### src/rtl/clk_reconfig_pkg.sv
// Shared types and clocking-wizard register map for the clock reconfiguration sequencer.
package clk_reconfig_pkg;

   typedef enum logic [2:0] {
      S_IDLE,
      S_WR_FB,
      S_WR_OUT0,
      S_WR_LOAD,
      S_POLL_AR,
      S_POLL_R,
      S_GAP,
      S_ERR
   } state_t;

   localparam logic [11:0] CLKW_STATUS = 12'h004;
   localparam logic [11:0] CLKW_CFG0   = 12'h200;
   localparam logic [11:0] CLKW_CFG2   = 12'h208;
   localparam logic [11:0] CLKW_CFG23  = 12'h25C;

   localparam logic [31:0] LOAD_SEN      = 32'h3;
   localparam logic [1:0]  AXI_RESP_OKAY = 2'b00;

   function automatic logic is_write_state(input state_t s);
      return (s == S_WR_FB) || (s == S_WR_OUT0) || (s == S_WR_LOAD);
   endfunction

endpackage

### src/rtl/clk_reconfig_ctrl_axil_single_write.sv
// One AXI4-Lite write: raises AW/W together on i_start, drops each after its handshake, then takes B.
module axil_single_write
   import clk_reconfig_pkg::*;
#(
   parameter int ADDR_W = 11
) (
   input  logic              clk_i,
   input  logic              rst_ni,
   input  logic              i_start,
   input  logic [ADDR_W-1:0] i_addr,
   input  logic [31:0]       i_data,
   output logic              o_done,
   output logic              o_err,
   output logic [ADDR_W-1:0] o_awaddr,
   output logic              o_awvalid,
   input  logic              i_awready,
   output logic [31:0]       o_wdata,
   output logic              o_wvalid,
   input  logic              i_wready,
   input  logic [1:0]        i_bresp,
   input  logic              i_bvalid,
   output logic              o_bready
);

   logic r_active, r_awvalid, r_wvalid, r_aw_done, r_w_done;
   logic w_aw_hs, w_w_hs, w_b_hs;

   assign w_aw_hs = r_awvalid & i_awready;
   assign w_w_hs  = r_wvalid & i_wready;

   // Ready may follow the same-cycle AW/W handshake, so a B beat coincident with the last one is taken.
   assign o_bready = r_active & (r_aw_done | w_aw_hs) & (r_w_done | w_w_hs);
   assign w_b_hs   = o_bready & i_bvalid;

   assign o_done    = w_b_hs & (i_bresp == AXI_RESP_OKAY);
   assign o_err     = w_b_hs & (i_bresp != AXI_RESP_OKAY);
   assign o_awvalid = r_awvalid;
   assign o_wvalid  = r_wvalid;
   assign o_awaddr  = i_addr;
   assign o_wdata   = i_data;

   always_ff @(posedge clk_i or negedge rst_ni) begin
      if (!rst_ni) begin
         r_active  <= 1'b0;
         r_awvalid <= 1'b0;
         r_wvalid  <= 1'b0;
         r_aw_done <= 1'b0;
         r_w_done  <= 1'b0;
      end else if (i_start) begin
         r_active  <= 1'b1;
         r_awvalid <= 1'b1;
         r_wvalid  <= 1'b1;
         r_aw_done <= 1'b0;
         r_w_done  <= 1'b0;
      end else begin
         if (w_aw_hs) begin
            r_awvalid <= 1'b0;
            r_aw_done <= 1'b1;
         end
         if (w_w_hs) begin
            r_wvalid <= 1'b0;
            r_w_done <= 1'b1;
         end
         if (w_b_hs) r_active <= 1'b0;
      end
   end

endmodule

### src/rtl/clk_reconfig_ctrl.sv
// Clocking-wizard reprogramming sequencer (AXI4-Lite master): write config, load, poll lock.
// Optional poll timeout enabled by defining CLK_RECONFIG_TIMEOUT_EN.
module clk_reconfig_ctrl
   import clk_reconfig_pkg::*;
#(
   parameter int POLL_GAP   = 16,
   parameter int MAX_POLLS  = 1024,
   parameter int AXI_ADDR_W = 11
) (
   input  logic                  clk_i,
   input  logic                  rst_ni,
   input  logic                  cfg_valid_i,
   output logic                  cfg_ready_o,
   input  logic [7:0]            cfg_div_i,
   input  logic [7:0]            cfg_mult_i,
   input  logic [7:0]            cfg_clkout_div_i,
   output logic                  busy_o,
   output logic                  done_o,
   output logic                  err_o,
   output logic                  rst_hold_no,
   output logic [AXI_ADDR_W-1:0] m_axi_awaddr,
   output logic                  m_axi_awvalid,
   input  logic                  m_axi_awready,
   output logic [31:0]           m_axi_wdata,
   output logic [3:0]            m_axi_wstrb,
   output logic                  m_axi_wvalid,
   input  logic                  m_axi_wready,
   input  logic [1:0]            m_axi_bresp,
   input  logic                  m_axi_bvalid,
   output logic                  m_axi_bready,
   output logic [AXI_ADDR_W-1:0] m_axi_araddr,
   output logic                  m_axi_arvalid,
   input  logic                  m_axi_arready,
   input  logic [31:0]           m_axi_rdata,
   input  logic [1:0]            m_axi_rresp,
   input  logic                  m_axi_rvalid,
   output logic                  m_axi_rready
);

   localparam int GAP_W = $clog2(POLL_GAP + 1);

   state_t                  r_state, w_next;
   logic [7:0]              r_div, r_mult, r_clkout_div;
   logic                    r_done, r_reject;
   logic [GAP_W-1:0]        r_gap_cnt;
   logic                    w_accept, w_cfg_zero, w_locked, w_rresp_ok, w_gap_last, w_poll_limit;
   logic                    w_wr_start, w_wr_done, w_wr_err;
   logic [AXI_ADDR_W-1:0]   w_wr_addr;
   logic [31:0]             w_wr_data;
   logic                    w_unused_rdata;

   assign w_accept       = cfg_valid_i & cfg_ready_o;
   assign w_cfg_zero     = (cfg_div_i == 8'd0) | (cfg_mult_i == 8'd0) | (cfg_clkout_div_i == 8'd0);
   assign w_locked       = m_axi_rdata[0];
   assign w_rresp_ok     = (m_axi_rresp == AXI_RESP_OKAY);
   assign w_gap_last     = (r_gap_cnt == GAP_W'(POLL_GAP - 1));
   assign w_unused_rdata = ^m_axi_rdata[31:1];

`ifdef CLK_RECONFIG_TIMEOUT_EN
   localparam int POLL_W = $clog2(MAX_POLLS + 1);
   logic [POLL_W-1:0] r_poll_cnt;

   always_ff @(posedge clk_i or negedge rst_ni) begin
      if (!rst_ni)
         r_poll_cnt <= '0;
      else if (w_accept)
         r_poll_cnt <= '0;
      else if ((r_state == S_POLL_R) && m_axi_rvalid && w_rresp_ok && !w_locked)
         r_poll_cnt <= r_poll_cnt + POLL_W'(1);
   end

   // This read is the MAX_POLLS-th unlocked one, so it goes to ERR instead of GAP.
   assign w_poll_limit = (r_poll_cnt == POLL_W'(MAX_POLLS - 1));
`else
   localparam int unused_max_polls = MAX_POLLS;
   assign w_poll_limit = 1'b0;
`endif

   // NOTE: sequential state uses non-blocking assignments so every flop samples pre-edge values.
   always_ff @(posedge clk_i or negedge rst_ni) begin
      if (!rst_ni) r_state <= S_IDLE;
      else         r_state <= w_next;
   end

   always_comb begin
      // NOTE: default first so no branch leaves w_next unassigned and a latch is inferred.
      w_next = r_state;
      unique case (r_state)
         S_IDLE:    if (cfg_valid_i && !w_cfg_zero) w_next = S_WR_FB;
         S_WR_FB:   if (w_wr_err) w_next = S_ERR; else if (w_wr_done) w_next = S_WR_OUT0;
         S_WR_OUT0: if (w_wr_err) w_next = S_ERR; else if (w_wr_done) w_next = S_WR_LOAD;
         S_WR_LOAD: if (w_wr_err) w_next = S_ERR; else if (w_wr_done) w_next = S_POLL_AR;
         S_POLL_AR: if (m_axi_arready) w_next = S_POLL_R;
         S_POLL_R:
            if (m_axi_rvalid) begin
               if (!w_rresp_ok)       w_next = S_ERR;
               else if (w_locked)     w_next = S_IDLE;
               else if (w_poll_limit) w_next = S_ERR;
               else                   w_next = S_GAP;
            end
         S_GAP:     if (w_gap_last) w_next = S_POLL_AR;
         S_ERR:     w_next = S_IDLE;
         default:   w_next = S_IDLE;
      endcase
   end

   always_comb begin
      cfg_ready_o   = 1'b0;
      busy_o        = 1'b1;
      rst_hold_no   = 1'b0;
      m_axi_arvalid = 1'b0;
      m_axi_araddr  = '0;
      m_axi_rready  = 1'b0;
      w_wr_addr     = '0;
      w_wr_data     = '0;
      unique case (r_state)
         S_IDLE: begin
            cfg_ready_o = 1'b1;
            busy_o      = 1'b0;
            rst_hold_no = 1'b1;
         end
         S_WR_FB: begin
            w_wr_addr = AXI_ADDR_W'(CLKW_CFG0);
            w_wr_data = {16'h0, r_mult, r_div};
         end
         S_WR_OUT0: begin
            w_wr_addr = AXI_ADDR_W'(CLKW_CFG2);
            w_wr_data = {24'h0, r_clkout_div};
         end
         S_WR_LOAD: begin
            w_wr_addr = AXI_ADDR_W'(CLKW_CFG23);
            w_wr_data = LOAD_SEN;
         end
         S_POLL_AR: begin
            m_axi_arvalid = 1'b1;
            m_axi_araddr  = AXI_ADDR_W'(CLKW_STATUS);
         end
         S_POLL_R: m_axi_rready = 1'b1;
         default: ;
      endcase
   end

   assign done_o      = r_done;
   assign err_o       = r_reject | (r_state == S_ERR);
   assign m_axi_wstrb = 4'hF;
   assign w_wr_start  = (w_next != r_state) && is_write_state(w_next);

   always_ff @(posedge clk_i or negedge rst_ni) begin
      if (!rst_ni) begin
         r_div        <= '0;
         r_mult       <= '0;
         r_clkout_div <= '0;
         r_done       <= 1'b0;
         r_reject     <= 1'b0;
         r_gap_cnt    <= '0;
      end else begin
         if (w_accept) begin
            r_div        <= cfg_div_i;
            r_mult       <= cfg_mult_i;
            r_clkout_div <= cfg_clkout_div_i;
         end
         r_reject  <= w_accept & w_cfg_zero;
         r_done    <= (r_state == S_POLL_R) && (w_next == S_IDLE);
         r_gap_cnt <= (r_state == S_GAP) ? r_gap_cnt + GAP_W'(1) : '0;
      end
   end

   axil_single_write #(.ADDR_W(AXI_ADDR_W)) u_write (
      .clk_i     (clk_i),
      .rst_ni    (rst_ni),
      .i_start   (w_wr_start),
      .i_addr    (w_wr_addr),
      .i_data    (w_wr_data),
      .o_done    (w_wr_done),
      .o_err     (w_wr_err),
      .o_awaddr  (m_axi_awaddr),
      .o_awvalid (m_axi_awvalid),
      .i_awready (m_axi_awready),
      .o_wdata   (m_axi_wdata),
      .o_wvalid  (m_axi_wvalid),
      .i_wready  (m_axi_wready),
      .i_bresp   (m_axi_bresp),
      .i_bvalid  (m_axi_bvalid),
      .o_bready  (m_axi_bready)
   );

endmodule

### config.mk
export PLATFORM = sky130hd
export DESIGN_NAME = clk_reconfig_ctrl
export DESIGN_NICKNAME = d
export VERILOG_FILES = /design/src/rtl/clk_reconfig_pkg.sv /design/src/rtl/clk_reconfig_ctrl_axil_single_write.sv /design/src/rtl/clk_reconfig_ctrl.sv
export SDC_FILE = /design/constraint.sdc
export NUM_CORES = 1
export LEC_CHECK = 0
export ABC_AREA = 0
export CAP_MARGIN = 20
export CORE_ASPECT_RATIO = 1.5
export CORE_MARGIN = 4
export CORE_UTILIZATION = 39
export CTS_BUF_LIST = sky130_fd_sc_hd__clkbuf_4 sky130_fd_sc_hd__clkbuf_8
export DETAILED_ROUTE_END_ITERATION = 16
export PLACE_DENSITY = 0.82
export REMOVE_ABC_BUFFERS = 1
export SLEW_MARGIN = 15
export SYNTH_ARGS = -nofsm -noshare
export SYNTH_HDL_FRONTEND = slang
export SYNTH_SLANG_ARGS = --single-unit
### constraint.sdc
create_clock -name clk_i -period 2.1 [get_ports clk_i]
set_input_delay 0.42 -clock clk_i [delete_from_list [all_inputs] [get_ports clk_i]]
set_output_delay 0.42 -clock clk_i [all_outputs]
set_load 0.02 [all_outputs]
==> results of run 1 <==
cells by family after synthesis:
kind of cell | Yosys count | synth area share [%]
AO/OA/AOI/OAI | 41 | 13.5
XOR/XNOR | 2 | 0.740
adder cells (fa/ha/maj) | 3 | 1.48
buffers and inverters | 56 | 16.1
flip-flops | 39 | 41.2
multiplexers | 24 | 11.4
other | 2 | 0.317
AND/OR/NAND/NOR | 68 | 15.3
flip-flops by register name (all words and copies together) (netlist names):
register           flops
u_write.o_wvalid       1
u_write.r_aw_done      1
u_write.r_active       1
r_div                  8
r_reject               1
u_write.o_awvalid      1
r_state                3
r_mult                 8
u_write.r_w_done       1
r_gap_cnt              5
r_clkout_div           8
done_o                 1
cell usage in the layout, fill, tap and decap left out, types with 3 or more instances in the layout:
master           count
nor3_1               3
o2bb2ai_1            3
a22oi_1              6
a21oi_1              6
o21ai_0              7
clkdlybuf4s15_1      3
mux2_2              17
clkbuf_2             9
clkbuf_8             5
nor2b_1              3
or4_1                3
mux2_1               7
inv_1                8
dlygate4sd2_1       17
clkdlybuf4s50_1     38
nand2_1              5
and3_1               3
buf_4               32
conb_1              36
nor2_1              26
and2_1              10
dfrtp_1             38
synth_stat cells (all sizes together), types with 3 or more instances:
master	n	area (µm²)
dfrtp	39	976
buf	45	337
inv	9	36.3
nor2	27	101
o21ai	8	40.0
o2bb2ai	3	26.3
nor2b	3	18.8
mux2	24	270
a21oi	8	47.6
and2	10	62.6
nand2	6	25.0
and3	3	18.8
o31ai	3	32.5
or4	4	33.8
nor3	3	15.0
a22oi	6	45.0
how the worst min path moves through the flow:
stage | start | endpoint | slack [ns] | cells past startpoint
finish | rst_ni | u_write.o_wvalid | 0.18 | 2
global route | rst_ni | r_clkout_div[4] | 0.22 | 2
CTS | rst_ni | u_write.r_aw_done | 0.19 | 2
detailed placement | r_gap_cnt[0] | r_gap_cnt[0] | 0.45 | 1
global placement | r_gap_cnt[0] | r_gap_cnt[0] | 0.44 | 1
floorplan | rst_ni | done_o | 0.12 | 0
layout make-up:
class | instances | area (µm²) | area share, %
clock buffer | 6 | 76.3 | 2.38
clock inverter | 2 | 12.5 | 0.390
inverter | 9 | 36.3 | 1.13
multi-input combinational | 174 | 1150 | 35.8
sequential | 39 | 977 | 30.4
tap | 72 | 90.1 | 2.81
timing repair buffer | 101 | 870 | 27.1
where the power goes:
part	switching (W)	leakage [nW]	internal (W)
Sequential	0.000193	0.476	0.00108
Combinational	0.00154	0.992	0.00138
Clock	0.000262	0.0446	0.000245
metal layers:
layer	global-route usage, %	part of all wire [%]	up-vias
li1	-	-	939
met1	17.0	37	933
met2	28.4	53	91
met3	3.38	7.9	7
met4	6.08	1.8	0
met5	0	0	-
per-stage QoR:
step	instances	hold WS (ns)
4_1_cts	402	0.192
6_report	403	0.176
5_1_grt	403	0.223
3_3_place_gp	394	0.444
3_5_place_dp	394	0.451
2_1_floorplan	222	0.124
critical path: stages (launching register included):
cell and delay [ns]:
dfrtp_1 0.42, inv_1 0.08, nor2_1 0.11, buf_4 0.15
a22oi_1 0.07, nor2_1 0.09, dlygate4sd2_1 0.36
timing repair:
action                     in CTS  in global routing
buffers inserted                0                  1
resized for setup              30                 23
setup endpoints to repair      29                 17
==> results.cfg, run 1 <==
[global_routing]
grt_pass1_wl_um = 8860
grt.total_usage_pct = 15.4
grt_max_degree = 40
overflow = 0
grt_pass1_vias = 1924
antenna_found_initial = 0

[synthesis]
syn_inst = 235
syn_area_mm2 = 0.00237
ys_async_sr_fraction_pct = 100
avgSynthCellArea_um2 = 10.1
ys_ff_latch = 39
synthFlopType = dfrtp_1
yosysSeqAreaShare_pct = 41.2
yosys_warnings = 0
synth_cell_types = 51
synth-edff-count = 0

[final_layout]
fin_nets = 400
area_growth_pct = 35.5
finish.instance_area_mm2 = 0.00321
utilization_pct = 54.7
fill_cells = 569
antenna_cells = 0
drive_gt1_share_pct = 24.8

[floorplan]
num_rows = 34
start_util_pct = 40.3
fp.dieArea_mm2 = 0.00741
core_area_mm2 = 0.00587
die_x_um = 71.6
io_pins = 136
fp.dieH_um = 103

[drt]
vias = 1970
first_iter_violations = 132
dr.pass1.iters = 4
drc = 0
wire_per_inst_um = 14.0
routed_via_density = 4.89
ant_nets = 0
wl_um = 5650

[sta]
layout_min_cycle_time_ns = 2.00
finalSetupTns_ns = 0
rsz0062_at_grt = false
setup_viol = 0
worst_slack_ns = 0.103
post-route-period-util_pct = 95.1
clock_skew_ns = 0.0141
final_hold_viol_count = 0
clock.fmax_mhz = 501
slew_violations = 0

[critical_path]
rr_worst_depth = 7
worst_ep_arrival_time_ns = 1.58
worstSetupEndpoint = m_axi_wdata[2]
r2r_end = u_write.r_active
start_kind = register
r2r_start = r_state[0]
crit_path_start = r_state[1]
end_kind = output port
r2r_slack_ns = 0.29
worstPathRequired_ns = 1.68
worst-setup-path-type = register to output port
crit_fanout = 6

[placement]
dp_slack_ns = -0.205
place_area_mm2 = 0.00317
portBuffers = 68
gp_congestion = 0.847
place_hpwl_um = 4540

[clock_tree]
htreeDepth = 2
root_buffer = clkbuf_8
holdBufCountCts = 0
numCtsBuffers = 5
clkLatencyLatePin_ns = 0.30
cts_tree = yes
path_clk_slew_ns = 0.08
clock_sinks = 39
clockBufferDepth = 2

[power]
p_total_w = 0.00470
powerDensity_mw_per_mm2 = 1460
ir_drop_uv = 745
p_leak_nw = 1.51

[job]
maxCapViolCount = 0

[run_status]
status = finished, final reports clean

[min_path]
hold_class = input pin to asynchronous set/reset pin
(Power assumes the default switching activity.)
==> inputs of run 2 (changes only) <==
--- a/config.mk
+++ b/config.mk
@@ -13,7 +13,6 @@
 export CTS_BUF_LIST = sky130_fd_sc_hd__clkbuf_4 sky130_fd_sc_hd__clkbuf_8
 export DETAILED_ROUTE_END_ITERATION = 16
 export PLACE_DENSITY = 0.82
-export REMOVE_ABC_BUFFERS = 1
 export SLEW_MARGIN = 15
 export SYNTH_ARGS = -nofsm -noshare
 export SYNTH_HDL_FRONTEND = slang
==> constraint.sdc (replaced) <==
create_clock -name clk_i -period 1.9 [get_ports clk_i]
set_input_delay 0.38 -clock clk_i [delete_from_list [all_inputs] [get_ports clk_i]]
set_output_delay 0.38 -clock clk_i [all_outputs]
set_load 0.02 [all_outputs]
==> run 2 against run 1 <==
Clock-buffer cell count stayed put; cell count is 1.5% higher; register-to-register slack worse by 0.17 ns; global-route usage is 0.15 points lower; sequential cell count stayed put; die area stayed put; hold slack worse by 0.13 ns; non-clock buffer count is 6 higher; core utilization is 2.9 points higher; critical endpoint is now m_axi_wdata[8]; highest routed layer unchanged.
==> results.cfg, run 2 (synthesis gave the netlist of run 1 again) <==
[global_routing]
grt_pass1_wl_um = 8930
grt.total_usage_pct = 15.2
antenna_found_initial = 0
grt_max_degree = 40
grt_pass1_vias = 1965
overflow = 0

[job]
maxCapViolCount = 0

[final_layout]
most-common-layout-cells = 40 x buf_4, 37 x dfrtp_1, 36 x conb_1, 36 x clkdlybuf4s50_1, 21 x nor2_1
antenna_cells = 0
utilization_pct = 57.6
final_common_cell = buf_4
drive_gt1_share_pct = 38.6
area_growth_pct = 42.7
fin_nets = 406
reg_top3 = r_clkout_div (8), r_div (8), r_mult (8)
fin_cells = 409

[drt]
vias = 2013
first_iter_violations = 72
wire_per_inst_um = 14.2
ant_nets = 0
dr.pass1.iters = 5
routed_via_density = 4.92
drc = 0
wl_um = 5810

[critical_path]
r2r_end = r_clkout_div[1]
end_kind = output port
crit_path_start = r_state[1]
r2r_slack_ns = 0.12
cp_slowest_stage_delay_ns = 0.44
path_cells = buf_4, nor2_4, buf_12, and2_1, clkdlybuf4s15_2
r2r_start = r_state[1]
worst_ep_arrival_time_ns = 1.50
critPathSlowestCell = dfrtp_2
crit_fanout = 8
start_kind = register
worstPathRequired_ns = 1.52
rr_worst_depth = 7
worstSetupEndpoint = m_axi_wdata[8]
worst-setup-path-type = register to output port

[sta]
slew_violations = 0
clock_skew_ns = 0.00758
finalSetupTns_ns = 0
setup_viol = 0
rsz0062_at_grt = true
final_hold_viol_count = 0
post-route-period-util_pct = 99.2
clock.fmax_mhz = 531
layout_min_cycle_time_ns = 1.88

[clock_tree]
cts_tree = yes
htreeDepth = 2
clockBufferDepth = 2
holdBufCountCts = 0
path_clk_slew_ns = 0.07
numCtsBuffers = 5
clkLatencyLatePin_ns = 0.28
clock_sinks = 39
root_buffer = clkbuf_8

[min_path]
hold_class = input pin to asynchronous set/reset pin

[power]
internal_power_w = 0.00322
power_switching_w = 0.00236
swShare_pct = 42.3
clkPwrFrac_pct = 9.9
p_leak_nw = 1.55
seqPwrFrac_pct = 25.9
p_total_w = 0.00558
ir_drop_uv = 945
p_comb_share_pct = 64.2
powerDensity_mw_per_mm2 = 1650

[placement]
gp_congestion = 0.818
portBuffers = 68
dpl.cell_count = 398
place_hpwl_um = 4500

[run_status]
status = finished, final reports clean

[floorplan]
fp.dieH_um = 103
io_pins = 136
die_x_um = 71.6
num_rows = 34
start_util_pct = 40.3
fp.dieArea_mm2 = 0.00741
core_area_mm2 = 0.00587
==> run 2: changes by cell type in the layout (fill, tap and decap cells not counted), sizes merged <==
cell           change
clkdlybuf4s15      +4
clkbuf             -4
buf               +23
clkdlybuf4s50      -2
dlymetal6s2s       +2
dlygate4sd2       -17
==> run 2: area by class of cell <==
class / instances / area, µm²
fillers: 523 / 2490
inverters: 9 / 38.8
repair buffers: 107 / 915
multi-input cells: 174 / 1270
well taps: 72 / 90.1
flip-flops and latches: 39 / 978
clock buffers: 6 / 76.3
clock inverters: 2 / 12.5
==> run 2: stage by stage <==
| step | hold slack, ns | area, µm² | worst slack (ns) |
|---|---|---|---|
| after floorplan | 0.0844 | 2500 | 0.0551 |
| after global placement | 0.361 | 3210 | -0.315 |
| after detailed placement | 0.374 | 3210 | -0.307 |
| after CTS | 0.0659 | 3300 | -0.0292 |
| after global routing | 0.0744 | 3380 | -0.0381 |
| final | 0.0466 | 3380 | 0.0161 |
==> run 2: worst min path at each step <==
stage | start | end | cells past startpoint
after floorplan | rst_ni | done_o | 0
after global placement | rst_ni | u_write.r_w_done | 2
after detailed placement | rst_ni | u_write.o_wvalid | 2
after CTS | rst_ni | r_reject | 2
after global routing | rst_ni | r_div[1] | 2
final | rst_ni | u_write.r_active | 2
==> run 2: power by group through the flow <==
stage                     sequential, W  combinational (W)  clock, W
after floorplan                 0.00139            0.00205         0
final                           0.00144            0.00359  0.000552
after detailed placement        0.00144            0.00353         0
after CTS                       0.00142            0.00341  0.000569
after global placement          0.00141            0.00346         0
after global routing            0.00149            0.00385  0.000596
==> run 2: critical path: cells and delay by family (launching register included) <==
family / cells / cell delay, ns
buffers and inverters: 3 / 0.52
flip-flops: 1 / 0.44
AND/OR/NAND/NOR: 2 / 0.25
==> run 2: what timing repair did <==
item	4_1_cts	5_1_grt
pin swaps	0	9
endpoints found under the setup margin	30	27
setup buffers	2	2
gates cloned	0	0
resized for setup	95	52
==> run 2: per-layer routing <==
layer  vias up  track usage (%)  share of wire (%)  wire, µm
li1        949                -                  -         -
met1       945             16.5                 35      2040
met2       105             29.0                 54      3150
met3        14             3.00                8.6       499
met4         0             5.64                2.1       122
met5         -                0                  0         0
